<file path="config.mk">
export PLATFORM = sky130hd
export DESIGN_NAME = if_fetch_pc
export DESIGN_NICKNAME = d
export VERILOG_FILES = /design/src/rtl/if_fetch_pc.sv
export SDC_FILE = /design/constraint.sdc
export NUM_CORES = 1
export LEC_CHECK = 0
export CORE_ASPECT_RATIO = 0.9
export CORE_MARGIN = 10
export CORE_UTILIZATION = 40
export CTS_CLUSTER_DIAMETER = 200
export CTS_CLUSTER_SIZE = 24
export DETAILED_ROUTE_END_ITERATION = 10
export GPL_TIMING_DRIVEN = 0
export PLACE_DENSITY = 0.79
export SYNTH_ARGS = -nofsm -noshare
export SYNTH_HDL_FRONTEND = slang
export SYNTH_SLANG_ARGS = --single-unit
</file>
<file path="constraint.sdc">
create_clock -name clk -period 1.6 [get_ports clk]
set_clock_uncertainty 0.05 [all_clocks]
set_input_delay 0.16 -clock clk [delete_from_list [all_inputs] [get_ports clk]]
set_output_delay 0.16 -clock clk [all_outputs]
set_load 0.02 [all_outputs]
</file>
<file path="src/rtl/if_fetch_pc.sv">
// Fetch-stage PC register and single-outstanding instruction request unit.
// Buffers one fetched {pc,instr} for ID and drops stale fetches on redirect.
module if_fetch_pc #(
    parameter int                XLEN     = 32,
    parameter logic [XLEN-1:0]   RESET_PC = '0
) (
    input  logic            clk,
    input  logic            rst_n,
    input  logic            redirect_i,
    input  logic [XLEN-1:0] next_pc_i,
    output logic [XLEN-1:0] pc_plus4_o,
    output logic            imem_req_o,
    output logic [XLEN-1:0] imem_addr_o,
    input  logic            imem_gnt_i,
    input  logic            imem_rvalid_i,
    input  logic [31:0]     imem_rdata_i,
    output logic            if_valid_o,
    output logic [XLEN-1:0] if_pc_o,
    output logic [31:0]     if_instr_o,
    input  logic            id_ready_i
);

    typedef enum logic [1:0] {
        IDLE = 2'd0,
        REQ  = 2'd1,
        RESP = 2'd2
    } state_t;

    state_t          state;
    logic [XLEN-1:0] pc_q;
    logic [XLEN-1:0] req_pc_q;
    logic [XLEN-1:0] buf_pc;
    logic [31:0]     buf_instr;
    logic            buf_valid;
    logic            kill_q;

    logic            consume;
    logic            fire;
    logic [XLEN-1:0] next_pc;

    // Instructions are word aligned; low bits from the mux are dropped.
    assign next_pc     = next_pc_i & ~XLEN'(3);
    assign consume     = buf_valid & id_ready_i;
    assign imem_req_o  = (state == REQ) & ~redirect_i
                       & (~buf_valid | id_ready_i);
    assign fire        = imem_req_o & imem_gnt_i;

    assign pc_plus4_o  = pc_q + XLEN'(4);
    assign imem_addr_o = pc_q;
    assign if_valid_o  = buf_valid;
    assign if_pc_o     = buf_pc;
    assign if_instr_o  = buf_instr;

    always_ff @(posedge clk or negedge rst_n) begin
        if (!rst_n) begin
            state     <= IDLE;
            pc_q      <= RESET_PC;
            req_pc_q  <= '0;
            buf_pc    <= '0;
            buf_instr <= '0;
            buf_valid <= 1'b0;
            kill_q    <= 1'b0;
        end else begin
            case (state)
                IDLE: begin
                    state <= REQ;
                end
                REQ: begin
                    if (redirect_i) begin
                        pc_q      <= next_pc;
                        buf_valid <= 1'b0;
                    end else begin
                        if (consume)
                            buf_valid <= 1'b0;
                        if (fire) begin
                            req_pc_q <= pc_q;
                            pc_q     <= next_pc;
                            state    <= RESP;
                        end
                    end
                end
                RESP: begin
                    if (consume || redirect_i)
                        buf_valid <= 1'b0;
                    if (redirect_i)
                        pc_q <= next_pc;
                    if (imem_rvalid_i) begin
                        // A response racing a redirect is stale as well.
                        if (!kill_q && !redirect_i) begin
                            buf_valid <= 1'b1;
                            buf_pc    <= req_pc_q;
                            buf_instr <= imem_rdata_i;
                        end
                        kill_q <= 1'b0;
                        state  <= REQ;
                    end else if (redirect_i) begin
                        kill_q <= 1'b1;
                    end
                end
                default: begin
                    state <= IDLE;
                end
            endcase
        end
    end

endmodule

</file>
After elaboration in Yosys (flattened, before gate mapping)
Cells that the tools add are included.

Reduce and logical (&&, ||, !) cells: 13. Shifts and indexed selects: 0. Magnitude comparators: 0. $add $sub $neg: 1. Equality and inequality tests: 8. Multipliers: 0. Div/mod/pow operators: 0. Bitwise logic cells: 7. Mux-type cells: 16.

Operators with widths (number): two-way mux 32 bit (3); case mux 32 bit (2 select lines) (1); adder 32 x 3 -> 32 bit (second input constant) (1); AND reduction 3 bit (4); inequality test 2 bit (second input constant) (4); two-way mux 1 bit (7); two-way mux 2 bit (3); inequality test 3 bit (second input constant) (2); case mux 2 bit (3 select lines) (1); bitwise AND 1 bit (4); AND reduction 2 bit (2); nonzero test 2 bit (2); equality test 2 x 1 -> 1 bit (second input constant) (1); equality test 2 bit (second input constant) (1); logical NOT 1 bit (2); logical NOT 2 bit (1); NOT 1 bit (2); case mux 1 bit (2 select lines) (1); logical AND 1 bit (1); logical OR 1 bit (1); OR 1 bit (1).

ROM bits: 0. Output and inout port bits: 130. Latch bits: 0. Register bits: 132. Memories kept: 0. Input port bits: 70. Logic and storage cells: 52. RAM bits: 0.

Logic depth before layout (Yosys ltp)
Gate-level depths: netlist of run 1.

Word-level depth: 7. Depth in mapped cells: 5. Gate-level depth less buffers: 5.

Worst setup path after synthesis of run 1
No wires, ideal clock.

Kind: reg2out. Start: reg pc_q[2], in the netlist imem_addr_o[2]. End: out pc_plus4_o[24]. Arrival: 1.854 ns. Required time: 1.390 ns. Slack: -0.464 ns. Stages on the path, launching flop included: 6. Path buffers: 0. Path through: dfrtp_1 > ha_1 > nand3_1 > nor4_4 > nand4_1 > xnor2_1.

Cells in the longest elaborated chain, start to end: 1.

RTL lines: start, declared (RTL line 30) `logic [XLEN-1:0] pc_q;`; start signal, assigned (RTL line 70) `pc_q <= next_pc;`; start signal, assigned (RTL line 77) `pc_q <= next_pc;`; start signal, assigned (RTL line 86) `pc_q <= next_pc;`; adder 32 x 3 -> 32 bit (RTL line 48) `assign pc_plus4_o = pc_q + XLEN'(4);`; end, declared (RTL line 11) `output logic [XLEN-1:0] pc_plus4_o,`.

No other way between the ends.

Worst setup path in the final report of run 1
Start: reg pc_q[3], in the netlist imem_addr_o[3]. End: out pc_plus4_o[18].

Same word-level chain as after synthesis.

==> impl_metrics.sql, run 1 <==
INSERT INTO impl_metrics (metric_group, metric, value, unit) VALUES
('status', 'status', 'finished with violations', ''),
('status', 'violations_in_the_final_reports', 'setup timing', ''),
('layout', 'layout-drive-gt1-share', '49.44', '%'),
('synthesis', 'ys_ff_latch', '126', ''),
('sta', 'fin_ws', '-690.4', 'ps'),
('route', 'detail_route.drc_violations', '0', ''),
('floorplanning', 'floorplan.initialDensity', '40.46', '%'),
('power_and_ir_drop', 'clock_power_share', '28.9', '%'),
('power_and_ir_drop', 'powerDensity', '1763', 'mW/mm2'),
('synthesis', 'syn-cell-area', '0.005346', 'mm2'),
('hold_path', 'hold_class', 'in2async', ''),
('sta', 'rsz0062_at_grt', 'yes', ''),
('route', 'detail_route.vias_per_cell', '4.944', ''),
('clock_tree', 'cts_tree', 'yes', ''),
('route', 'first_iter_violations', '125', ''),
('floorplanning', 'die-area', '0.01840', 'mm2'),
('sta', 'maxSlewViolCount', '0', ''),
('place', 'preCtsSetupSlack', '-1172', 'ps'),
('global_route', 'grt_overflow_total', '0', ''),
('global_route', 'antenna_violations_before_repair', '0', ''),
('sta', 'final-hold-violation-count', '0', ''),
('worst_setup_path', 'setup.worst_path.end_class', 'output pin', ''),
('power_and_ir_drop', 'share_comb_of_total_power', '37.8', '%'),
('place', 'dp.final_hpwl', '11.04', 'mm'),
('global_route', 'grt.total_usage', '17.45', '%'),
('synthesis', 'synth-async-reset-ratio', '100.0', '%'),
('floorplanning', 'die_w', '141.9', 'um'),
('floorplanning', 'design.core.area', '0.01321', 'mm2'),
('route', 'detail_route.wl_per_cell', '20.66', 'um'),
('worst_setup_path', 'cp.required', '1390', 'ps'),
('global_route', 'grt_pass1_vias', '4325', ''),
('clock_tree', 'clockRootBuffer', 'clkbuf_16', ''),
('layout', 'layout.cells.most_common', 'dfrtp_1', ''),
('power_and_ir_drop', 'static_leakage', '4.678', 'nW'),
('clock_tree', 'clock_insertion_delay_worst_skew', '410', 'ps'),
('sta', 'finalSetupViolations', '74', ''),
('layout', 'syn_to_final_growth', '69.76', '%'),
('sta', 'timing.fmax', '436.6', 'MHz'),
('layout', 'final_cell_mix', '109 x dfrtp_1, 97 x mux2_2, 68 x dlygate4sd2_1', ''),
('power_and_ir_drop', 'power.switching_fraction', '32.77', '%'),
('global_route', 'grt_first_pass_wirelength', '24.70', 'mm'),
('worst_setup_path', 'timing.reg2reg.setup_slack', '-80', 'ps'),
('power_and_ir_drop', 'switchingPower', '5.242', 'mW'),
('worst_setup_path', 'critPathKind', 'reg2out', ''),
('job', 'max-cap-violations', '0', ''),
('power_and_ir_drop', 'p_int', '10.76', 'mW'),
('clock_tree', 'clock_tree.htree_level_count', '4', ''),
('global_route', 'grt_max_degree', '88', ''),
('synthesis', 'synth_top_flop_cell', 'dfrtp_1', ''),
('synthesis', 'synth_seq_area_share', '58.97', '%'),
('route', 'detailedRoute.firstPassIterationCount', '4', ''),
('place', 'gpl.final_weighted_congestion', '0.7478', ''),
('layout', 'num_antenna_cells', '0', ''),
('clock_tree', 'cts_clk_pin_slew_worst_paths', '60', 'ps'),
('clock_tree', 'numCtsBuffers', '17', ''),
('synthesis', 'synth_area_per_cell', '14.49', 'um2'),
('route', 'total_vias_in_the_final_route', '3940', ''),
('synthesis', 'syn_inst', '369', ''),
('worst_setup_path', 'critical_path_peak_fanout', '5', ''),
('sta', 'timing.final.crit_share', '143.2', '%'),
('synthesis', 'synthesis.yosys.warnings', '0', ''),
('layout', 'nNetsFinal', '687', ''),
('power_and_ir_drop', 'ir_drop', '0.0009300', 'V'),
('floorplanning', 'fp.dieH', '129.7', 'um'),
('clock_tree', 'clock_sink_count', '126', ''),
('worst_setup_path', 'setup.worst_path.start_class', 'flop', ''),
('route', 'ant_nets', '0', ''),
('floorplanning', 'fp-row-count', '40', ''),
('power_and_ir_drop', 'seqPwrFrac', '33.3', '%'),
('power_and_ir_drop', 'finalPower', '16.00', 'mW'),
('sta', 'finalCriticalPeriod', '2290', 'ps'),
('floorplanning', 'io-pin-count', '200', ''),
('place', 'port_buffers', '191', ''),
('route', 'routed_wl', '16.46', 'mm'),
('synthesis', 'synth.distinct_cells', '34', ''),
('worst_setup_path', 'worst-endpoint-arrival', '2080', 'ps'),
('clock_tree', 'clock_tree.buffer_depth', '2', ''),
('synthesis', 'count_of_flip_flops_with_a_built_in_enable_after_synthesis', '0', '');
[synthesized netlist by cell type, types with 2 or more instances]
cell | count | area, um2
a21oi_1 | 3 | 15.01
and3_1 | 4 | 25.02
buf_2 | 15 | 75.07
buf_4 | 6 | 45.04
dfrtp_1 | 126 | 3153
inv_1 | 4 | 15.01
mux2_1 | 3 | 33.78
mux2_2 | 119 | 1340
nand2_1 | 13 | 48.80
nand2b_1 | 3 | 18.77
nand3_1 | 10 | 50.05
nand4_1 | 8 | 50.05
nor2_1 | 6 | 22.52
nor4_4 | 2 | 42.54
or2_2 | 2 | 12.51
xnor2_1 | 24 | 210.2
xor2_1 | 4 | 35.03
[path summary, 6_finish.rpt]
kind | start | endpoint | cells after the start
min in group clk | imem_rdata_i[12] | if_instr_o[12] | 2
max reg2reg | state[0] | imem_addr_o[17] | 6
min reg2reg | req_pc_q[17] | if_pc_o[17] | 1
max in group asynchronous | rst_n | imem_addr_o[6] | 3
min | rst_n | if_pc_o[7] | 2
max | imem_addr_o[3] | pc_plus4_o[18] | 7
[what timing repair did]
item,4_1_cts,5_1_grt
setup buffers,21,8
gates resized for setup,282,94
hold buffers,1,0
endpoints found under the setup margin,189,159
hold endpoints to repair,39,0
pin swaps,10,13
gates cloned,4,1
[cells by family (layout without fill, tap and decap cells)]
family | Yosys count | in the layout | synth area share (%)
muxes | 122 | 122 | 25.70
other | 1 | 6 | 0.07014
and+or+nand+nor | 59 | 59 | 7.185
DFF | 126 | 126 | 58.97
AOI/OAI and AO/OA | 7 | 7 | 0.7254
adders and majority gates | 1 | 1 | 0.2340
xor gates and xnor gates | 28 | 28 | 4.587
buffers and inverters | 25 | 280 | 2.527
[flip-flops by register name, indices dropped and copies added (netlist names)]
signal,flops
imem_addr_o,30
req_pc_q,30
if_valid_o,1
if_instr_o,32
if_pc_o,30
state,2
kill_q,1
[metrics by stage]
step	setup TNS, ps	util, %	area [um2]	hold WS, ps	instances
4_1_cts	-13180	66.19	8746	185.6	792
2_1_floorplan	-3942	-	5599	-185.6	374
5_1_grt	-19960	68.69	9076	213.8	797
3_3_place_gp	-616830	58.44	7721	424.2	733
3_5_place_dp	-59440	58.66	7750	47.33	734
6_report	-14680	68.69	9076	185.1	797
[layer usage]
metal	GRT usage [%]	part of all wire [%]	vias to the layer above
li1	-	-	1790
met1	19.77	41	2000
met2	29.70	51	130
met3	7.608	7.0	20
met4	4.264	1.1	0
met5	0	0	-
[power by group through the flow]
stage	combinational (mW)	sequential (mW)	clock, mW
6_report	6.05	5.32	4.62
5_1_grt	6.43	5.50	4.84
4_1_cts	5.89	5.32	4.70
3_5_place_dp	5.95	5.44	0
3_3_place_gp	5.85	5.36	0
2_1_floorplan	2.11	6.25	0
[critical path, stage by stage, from the launching register on]
cell	delay (ps)
dfrtp_2	400
ha_4	170
nand3_4	100
nor4_4	270
buf_6	190
nand4_1	180
xnor2_2	210
buf_6	140
[layout make-up]
class	instances	area, um2
Tap cell	168	210.2
Sequential cell	126	3174
Buffer	21	242.7
Clock inverter	10	230.2
Multi-Input combinational cell	223	2524
Timing Repair Buffer	223	2196
Clock buffer	22	484.2
Fill cell	910	4136
Inverter	4	15.01
Note: power is estimated with default switching activity, not from simulation.
==> run 2, diff against run 1 <==
GPL_TIMING_DRIVEN = not set   (was 0)
SETUP_SLACK_MARGIN = 0.2   (was not set)
==> run 2 against run 1 <==
The run still ends with setup timing left. Routed wire length grew 20%. Setup slack gained 60 ps. Die area unchanged. Combinational power up 25%. Via count up 9.6%. Flip-flop and latch count stayed put. Global-route usage is 3.4 points higher. Clock-buffer cell count is 5 lower. Sequential share of layout area fell by 4.0 points. Final area increased by 13%. Largest cell class is now buffers.
==> impl_metrics.sql, run 2 (synthesis results as in run 1) <==
INSERT INTO impl_metrics (metric_group, metric, value, unit) VALUES
('status', 'status', 'finished with violations', ''),
('status', 'violations_in_the_final_reports', 'setup timing', ''),
('layout', 'final_cell_mix', '115 x dfrtp_1, 94 x mux2_4, 71 x buf_4', ''),
('worst_setup_path', 'cp.required', '1390', 'ps'),
('power_and_ir_drop', 'finalPower', '16.64', 'mW'),
('floorplanning', 'fp.dieH', '129.7', 'um'),
('hold_path', 'hold_class', 'in2async', ''),
('clock_tree', 'clock_tree.buffer_depth', '2', ''),
('worst_setup_path', 'regToRegEndpoint', 'if_pc_o[28]', ''),
('worst_setup_path', 'worst-endpoint-arrival', '2020', 'ps'),
('global_route', 'grt_overflow_total', '0', ''),
('clock_tree', 'clock_tree.htree_level_count', '4', ''),
('clock_tree', 'clockRootBuffer', 'clkbuf_16', ''),
('layout', 'max_ffs_per_register', '32', ''),
('worst_setup_path', 'timing.reg2reg.setup_slack', '-250', 'ps'),
('power_and_ir_drop', 'static_leakage', '5.162', 'nW'),
('sta', 'timing.final.crit_share', '139.4', '%'),
('layout', 'final_core_util', '77.42', '%'),
('clock_tree', 'clock_insertion_delay_worst_skew', '410', 'ps'),
('layout', 'num_antenna_cells', '0', ''),
('route', 'detailedRoute.firstPassIterationCount', '4', ''),
('clock_tree', 'numCtsBuffers', '17', ''),
('place', 'port_buffers', '191', ''),
('global_route', 'grt_pass1_vias', '4832', ''),
('clock_tree', 'clock_sink_count', '126', ''),
('place', 'place.detailed.instances', '776', ''),
('route', 'detail_route.vias_per_cell', '4.976', ''),
('route', 'detail_route.drc_violations', '0', ''),
('route', 'detail_route.wl_per_cell', '22.68', 'um'),
('clock_tree', 'cts_tree', 'yes', ''),
('floorplanning', 'die_w', '141.9', 'um'),
('global_route', 'grt.total_usage', '20.88', '%'),
('worst_setup_path', 'critical_path_peak_fanout', '4', ''),
('power_and_ir_drop', 'ir_drop', '0.001222', 'V'),
('route', 'ant_nets', '0', ''),
('sta', 'rsz0062_at_grt', 'yes', ''),
('sta', 'finalSetupViolations', '153', ''),
('power_and_ir_drop', 'powerDensity', '1627', 'mW/mm2'),
('clock_tree', 'cts_clk_pin_slew_worst_paths', '60', 'ps'),
('sta', 'final-hold-violation-count', '0', ''),
('sta', 'fin_ws', '-630.4', 'ps'),
('worst_setup_path', 'critPathKind', 'reg2out', ''),
('layout', 'finalNonFillerCells', '868', ''),
('floorplanning', 'die-area', '0.01840', 'mm2'),
('layout', 'layout.cells.most_common', 'dfrtp_1', ''),
('global_route', 'antenna_violations_before_repair', '0', ''),
('worst_setup_path', 'setup.worst_path.end_class', 'output pin', ''),
('layout', 'nNetsFinal', '758', ''),
('route', 'total_vias_in_the_final_route', '4319', ''),
('floorplanning', 'design.core.area', '0.01321', 'mm2'),
('floorplanning', 'fp-row-count', '40', ''),
('global_route', 'grt_first_pass_wirelength', '29.14', 'mm'),
('floorplanning', 'floorplan.initialDensity', '40.46', '%'),
('sta', 'finalCriticalPeriod', '2230', 'ps'),
('layout', 'syn_to_final_growth', '91.34', '%'),
('global_route', 'grt_max_degree', '30', ''),
('job', 'max-cap-violations', '0', ''),
('route', 'routed_wl', '19.68', 'mm'),
('route', 'first_iter_violations', '198', ''),
('worst_setup_path', 'r2r_cells', '7', ''),
('sta', 'timing.fmax', '448.4', 'MHz'),
('sta', 'maxSlewViolCount', '0', ''),
('place', 'dp.final_hpwl', '12.13', 'mm'),
('worst_setup_path', 'timing.rr.start', 'state[0]', ''),
('layout', 'layout-drive-gt1-share', '59.86', '%'),
('floorplanning', 'io-pin-count', '200', ''),
('sta', 'fin_worst_hold_slack', '196.4', 'ps'),
('layout', 'final.fill_count', '776', ''),
('worst_setup_path', 'setup.worst_path.start_class', 'flop', ''),
('place', 'gpl.final_weighted_congestion', '0.8787', '');
## run 2: changes by cell type in the layout (fill, tap and decap cells not counted), sizes merged, moves of 4 or more
cell,before,now
bufinv,7,3
clkinv,1,7
clkdlybuf4s15,1,8
buf,83,180
dlygate4sd2,68,55
dlymetal6s2s,24,0
## run 2: how the worst max path moves through the flow
stage                        start             end  depth (start not counted)
floorplan           imem_addr_o[2]  pc_plus4_o[24]                          5
global placement    imem_addr_o[4]  pc_plus4_o[31]                          6
finish              imem_addr_o[3]  pc_plus4_o[14]                          8
global route        imem_addr_o[3]  pc_plus4_o[14]                          8
detailed placement  imem_addr_o[3]  pc_plus4_o[31]                          6
CTS                 imem_addr_o[2]  pc_plus4_o[14]                          8
## run 2: per-layer routing
metal  wire length, um  vias to the layer above  track usage (%)
li1                  -                     1930                -
met1              8247                     2221            25.03
met2              9949                      142            34.90
met3              1154                       26            6.511
met4               332                        0            7.207
met5                 0                        -                0
## run 2: worst max-delay path: stages, from the launching register on
cell     delay (ps)
dfrtp_2         430
ha_4            170
nand3_4          90
nor4_4          180
buf_4           180
buf_8           130
buf_6           100
xor2_1          160
buf_4           180
## run 2: timing repair
item	in CTS	in global routing
resized for setup	479	70
gates cloned	16	1
endpoints found under the hold margin	43	0
setup buffers	32	10
pin swaps	28	15
hold buffers	1	0
endpoints found under the setup margin	246	171
## run 2: area by class of cell
cell class                      instances  area [um2]  share of cell area, %
Timing Repair Buffer                  314        3303                  32.29
Multi-Input combinational cell        224        2938                  28.72
Clock buffer                           17       425.4                  4.159
Sequential cell                       126        3167                  30.96
Inverter                                4       15.01                 0.1468
Clock inverter                         15       171.4                  1.676
Tap cell                              168       210.2                  2.055
## run 2: power by group
group / switching (mW) / total, mW / leakage, nW / internal (mW)
Sequential: 0.767 / 5.20 / 1.57 / 4.43
Clock: 1.45 / 3.89 / 0.285 / 2.44
Combinational: 3.54 / 7.56 / 3.31 / 4.02
Total: 5.76 / 16.6 / 5.16 / 10.9
## run 2: metrics by stage
| step | TNS (ps) | cell area, um2 | worst slack, ps |
|---|---|---|---|
| 2_1_floorplan | -4141 | 5831 | -268.4 |
| 3_3_place_gp | -31410 | 8351 | -668.7 |
| 3_5_place_dp | -39060 | 8351 | -719.4 |
| 4_1_cts | -30180 | 9884 | -650.9 |
| 5_1_grt | -41870 | 10230 | -740.7 |
| 6_report | -33720 | 10230 | -630.4 |
==> run 3, diff against run 2 <==
GPL_TIMING_DRIVEN = 0   (was not set)
SLEW_MARGIN = 5   (was not set)
==> run 3 against run 2 <==
The run still ends with setup timing left. Clock power increased by 13%. Combinational power decreased by 8.5%. Worst hold slack improved by 9.1 ps. Global-route usage decreased by 1.3 points. Critical path type unchanged. First-iteration DRC count decreased by 8.1%. Total power increased by 0.24%. Critical path depth decreased by 1. Register-to-register slack improved by 120 ps. Fmax about the same.
==> impl_metrics.sql, run 3 (synthesis results as in run 1) <==
INSERT INTO impl_metrics (metric_group, metric, value, unit) VALUES
('sta', 'maxSlewViolCount', '0', ''),
('route', 'detailedRoute.firstPassIterationCount', '4', ''),
('worst_setup_path', 'cp.required', '1390', 'ps'),
('clock_tree', 'clock_insertion_delay_worst_skew', '420', 'ps'),
('layout', 'layout.cells.most_common', 'dfrtp_1', ''),
('clock_tree', 'cts_tree', 'yes', ''),
('worst_setup_path', 'critical_path_peak_fanout', '7', ''),
('place', 'port_buffers', '191', ''),
('hold_path', 'hold_class', 'in2async', ''),
('global_route', 'grtUsageMet3', '7.462', '%'),
('sta', 'final-hold-violation-count', '0', ''),
('floorplanning', 'design.core.area', '0.01321', 'mm2'),
('power_and_ir_drop', 'static_leakage', '4.881', 'nW'),
('clock_tree', 'clock_tree.htree_level_count', '4', ''),
('layout', 'num_antenna_cells', '0', ''),
('place', 'preCtsSetupSlack', '-1056', 'ps'),
('route', 'routed_wl', '18.05', 'mm'),
('place', 'gpl.final_weighted_congestion', '0.7881', ''),
('sta', 'totalNegativeSetupSlack', '-21360', 'ps'),
('route', 'ant_nets', '0', ''),
('job', 'max-cap-violations', '0', ''),
('power_and_ir_drop', 'powerDensity', '1673', 'mW/mm2'),
('global_route', 'grtUsageMet2', '33.62', '%'),
('global_route', 'grt_first_pass_wirelength', '27.54', 'mm'),
('power_and_ir_drop', 'ir_drop', '0.0009711', 'V'),
('global_route', 'grt_overflow_total', '0', ''),
('worst_setup_path', 'timing.rr.start', 'state[0]', ''),
('worst_setup_path', 'setup.worst_path.end_class', 'output pin', ''),
('route', 'detail_route.wl_per_cell', '21.01', 'um'),
('floorplanning', 'fp.dieH', '129.7', 'um'),
('clock_tree', 'cts_clk_pin_slew_worst_paths', '60', 'ps'),
('status', 'status', 'finished with violations', ''),
('layout', 'max_ffs_per_register', '32', ''),
('sta', 'timing.fmax', '448.6', 'MHz'),
('worst_setup_path', 'critical_path.startpoint', 'imem_addr_o[5]', ''),
('sta', 'timing.final.crit_share', '139.3', '%'),
('global_route', 'grt-busiest-layer', 'met2', ''),
('layout', 'final_cell_mix', '96 x dfrtp_1, 84 x mux2_2, 76 x buf_4', ''),
('sta', 'worstMarginPinSlew', '515.5', 'ps'),
('layout', 'nNetsFinal', '749', ''),
('global_route', 'grt_pass1_vias', '4654', ''),
('sta', 'rsz0062_at_grt', 'yes', ''),
('worst_setup_path', 'critPathMostFrequentCell', 'buf_4', ''),
('floorplanning', 'die_w', '141.9', 'um'),
('floorplanning', 'die-area', '0.01840', 'mm2'),
('worst_setup_path', 'cp_cell_sequence', 'nand4_4, nor4_4, buf_6, buf_4, nand3_2, xnor2_2, buf_4', ''),
('worst_setup_path', 'cp_top_family', 'simple AND/OR/NAND/NOR gates', ''),
('worst_setup_path', 'setup.worst_path.start_class', 'flop', ''),
('place', 'placedInstanceArea', '0.007981', 'mm2'),
('layout', 'syn_to_final_growth', '86.50', '%'),
('route', 'first_iter_violations', '182', ''),
('floorplanning', 'io-pin-count', '200', ''),
('worst_setup_path', 'critical-path-max-stage-delay', '440', 'ps'),
('layout', 'final_area', '0.009971', 'mm2'),
('clock_tree', 'numCtsBuffers', '17', ''),
('global_route', 'antenna_violations_before_repair', '0', ''),
('route', 'detail_route.drc_violations', '0', ''),
('layout', 'layout-drive-gt1-share', '60.49', '%'),
('clock_tree', 'clockRootBuffer', 'clkbuf_16', ''),
('worst_setup_path', 'timing.critical_path.slowest_stage_cell', 'dfrtp_2', ''),
('sta', 'fin_ws', '-629.1', 'ps'),
('route', 'total_vias_in_the_final_route', '4268', ''),
('worst_setup_path', 'worst-endpoint-arrival', '2020', 'ps'),
('clock_tree', 'clock_sink_count', '126', ''),
('worst_setup_path', 'critPathKind', 'reg2out', ''),
('route', 'detail_route.vias_per_cell', '4.969', ''),
('clock_tree', 'clock_tree.buffer_depth', '2', ''),
('sta', 'finalSetupViolations', '125', ''),
('sta', 'worst_slew_margin_rel', '65.63', '%'),
('status', 'violations_in_the_final_reports', 'setup timing', ''),
('global_route', 'grt.total_usage', '19.55', '%'),
('global_route', 'grt_max_degree', '74', ''),
('sta', 'finalCriticalPeriod', '2229', 'ps'),
('floorplanning', 'floorplan.initialDensity', '40.46', '%'),
('worst_setup_path', 'critPathBufInv', '3', ''),
('global_route', 'met1_track_usage_gr', '21.90', '%'),
('floorplanning', 'fp-row-count', '40', ''),
('place', 'dp.final_hpwl', '11.63', 'mm');
run 3: changes by cell type in the layout (fill, tap and decap cells not counted), moves of 10 or more:
cell,before,now
mux2_4,94,37
mux2_2,28,84
dfrtp_1,115,96
dfrtp_2,11,30
buf_2,20,10
buf_6,55,45
run 3: path summary, 6_finish.rpt:
check / slack [ps] / end / cells after the start
worst max register to register: -130 / req_pc_q[7] / 7
worst min register to register: 440 / if_instr_o[10] / 1
max in group asynchronous: 540 / imem_addr_o[27] / 3
min in group clk: 290 / imem_addr_o[3] / 2
worst min-delay path: 210 / if_instr_o[26] / 2
worst max-delay path: -630 / pc_plus4_o[25] / 7
run 3: stage by stage:
step | instances | utilization, % | total power, mW | hold slack, ps
finish | 859 | 75.46 | 16.68 | 205.5
global route | 859 | 75.46 | 17.44 | 251.6
CTS | 827 | 73.06 | 16.38 | 216.0
detailed placement | 734 | 60.41 | 11.69 | 94.03
global placement | 733 | 60.19 | 11.47 | 422.5
floorplan | 374 | - | 8.607 | -185.6
run 3: timing repair:
| item | 4_1_cts | 5_1_grt |
|---|---|---|
| gates resized for setup | 431 | 57 |
| setup endpoints to repair | 247 | 188 |
| cloned | 12 | 0 |
| hold endpoints to repair | 53 | 0 |
| hold buffers | 1 | 0 |
| pin swaps | 12 | 16 |
| buffers inserted | 48 | 32 |
run 3: layout make-up:
cell class              instances  area [um2]
clock buffers                  22       474.2
clock inverters                10       207.7
inverters                       4       15.01
plain buffers                  21       281.5
fillers                       781        3242
well taps                     168       210.2
flip-flops and latches        126        3191
repair buffers                285        2959
multi-input cells             223        2633
run 3: report_power, final:
group | internal (mW) | switching [mW] | leakage [nW]
registers | 4.46 | 0.883 | 1.55
logic | 3.64 | 3.29 | 3.01
clock network | 3.04 | 1.37 | 0.323
total | 11.1 | 5.54 | 4.88
run 3: layer usage:
metal	up-vias	part of all wire [%]
met1	2158	39
li1	1911	-
met5	-	0
met4	0	2.1
met3	32	7.2
met2	167	52
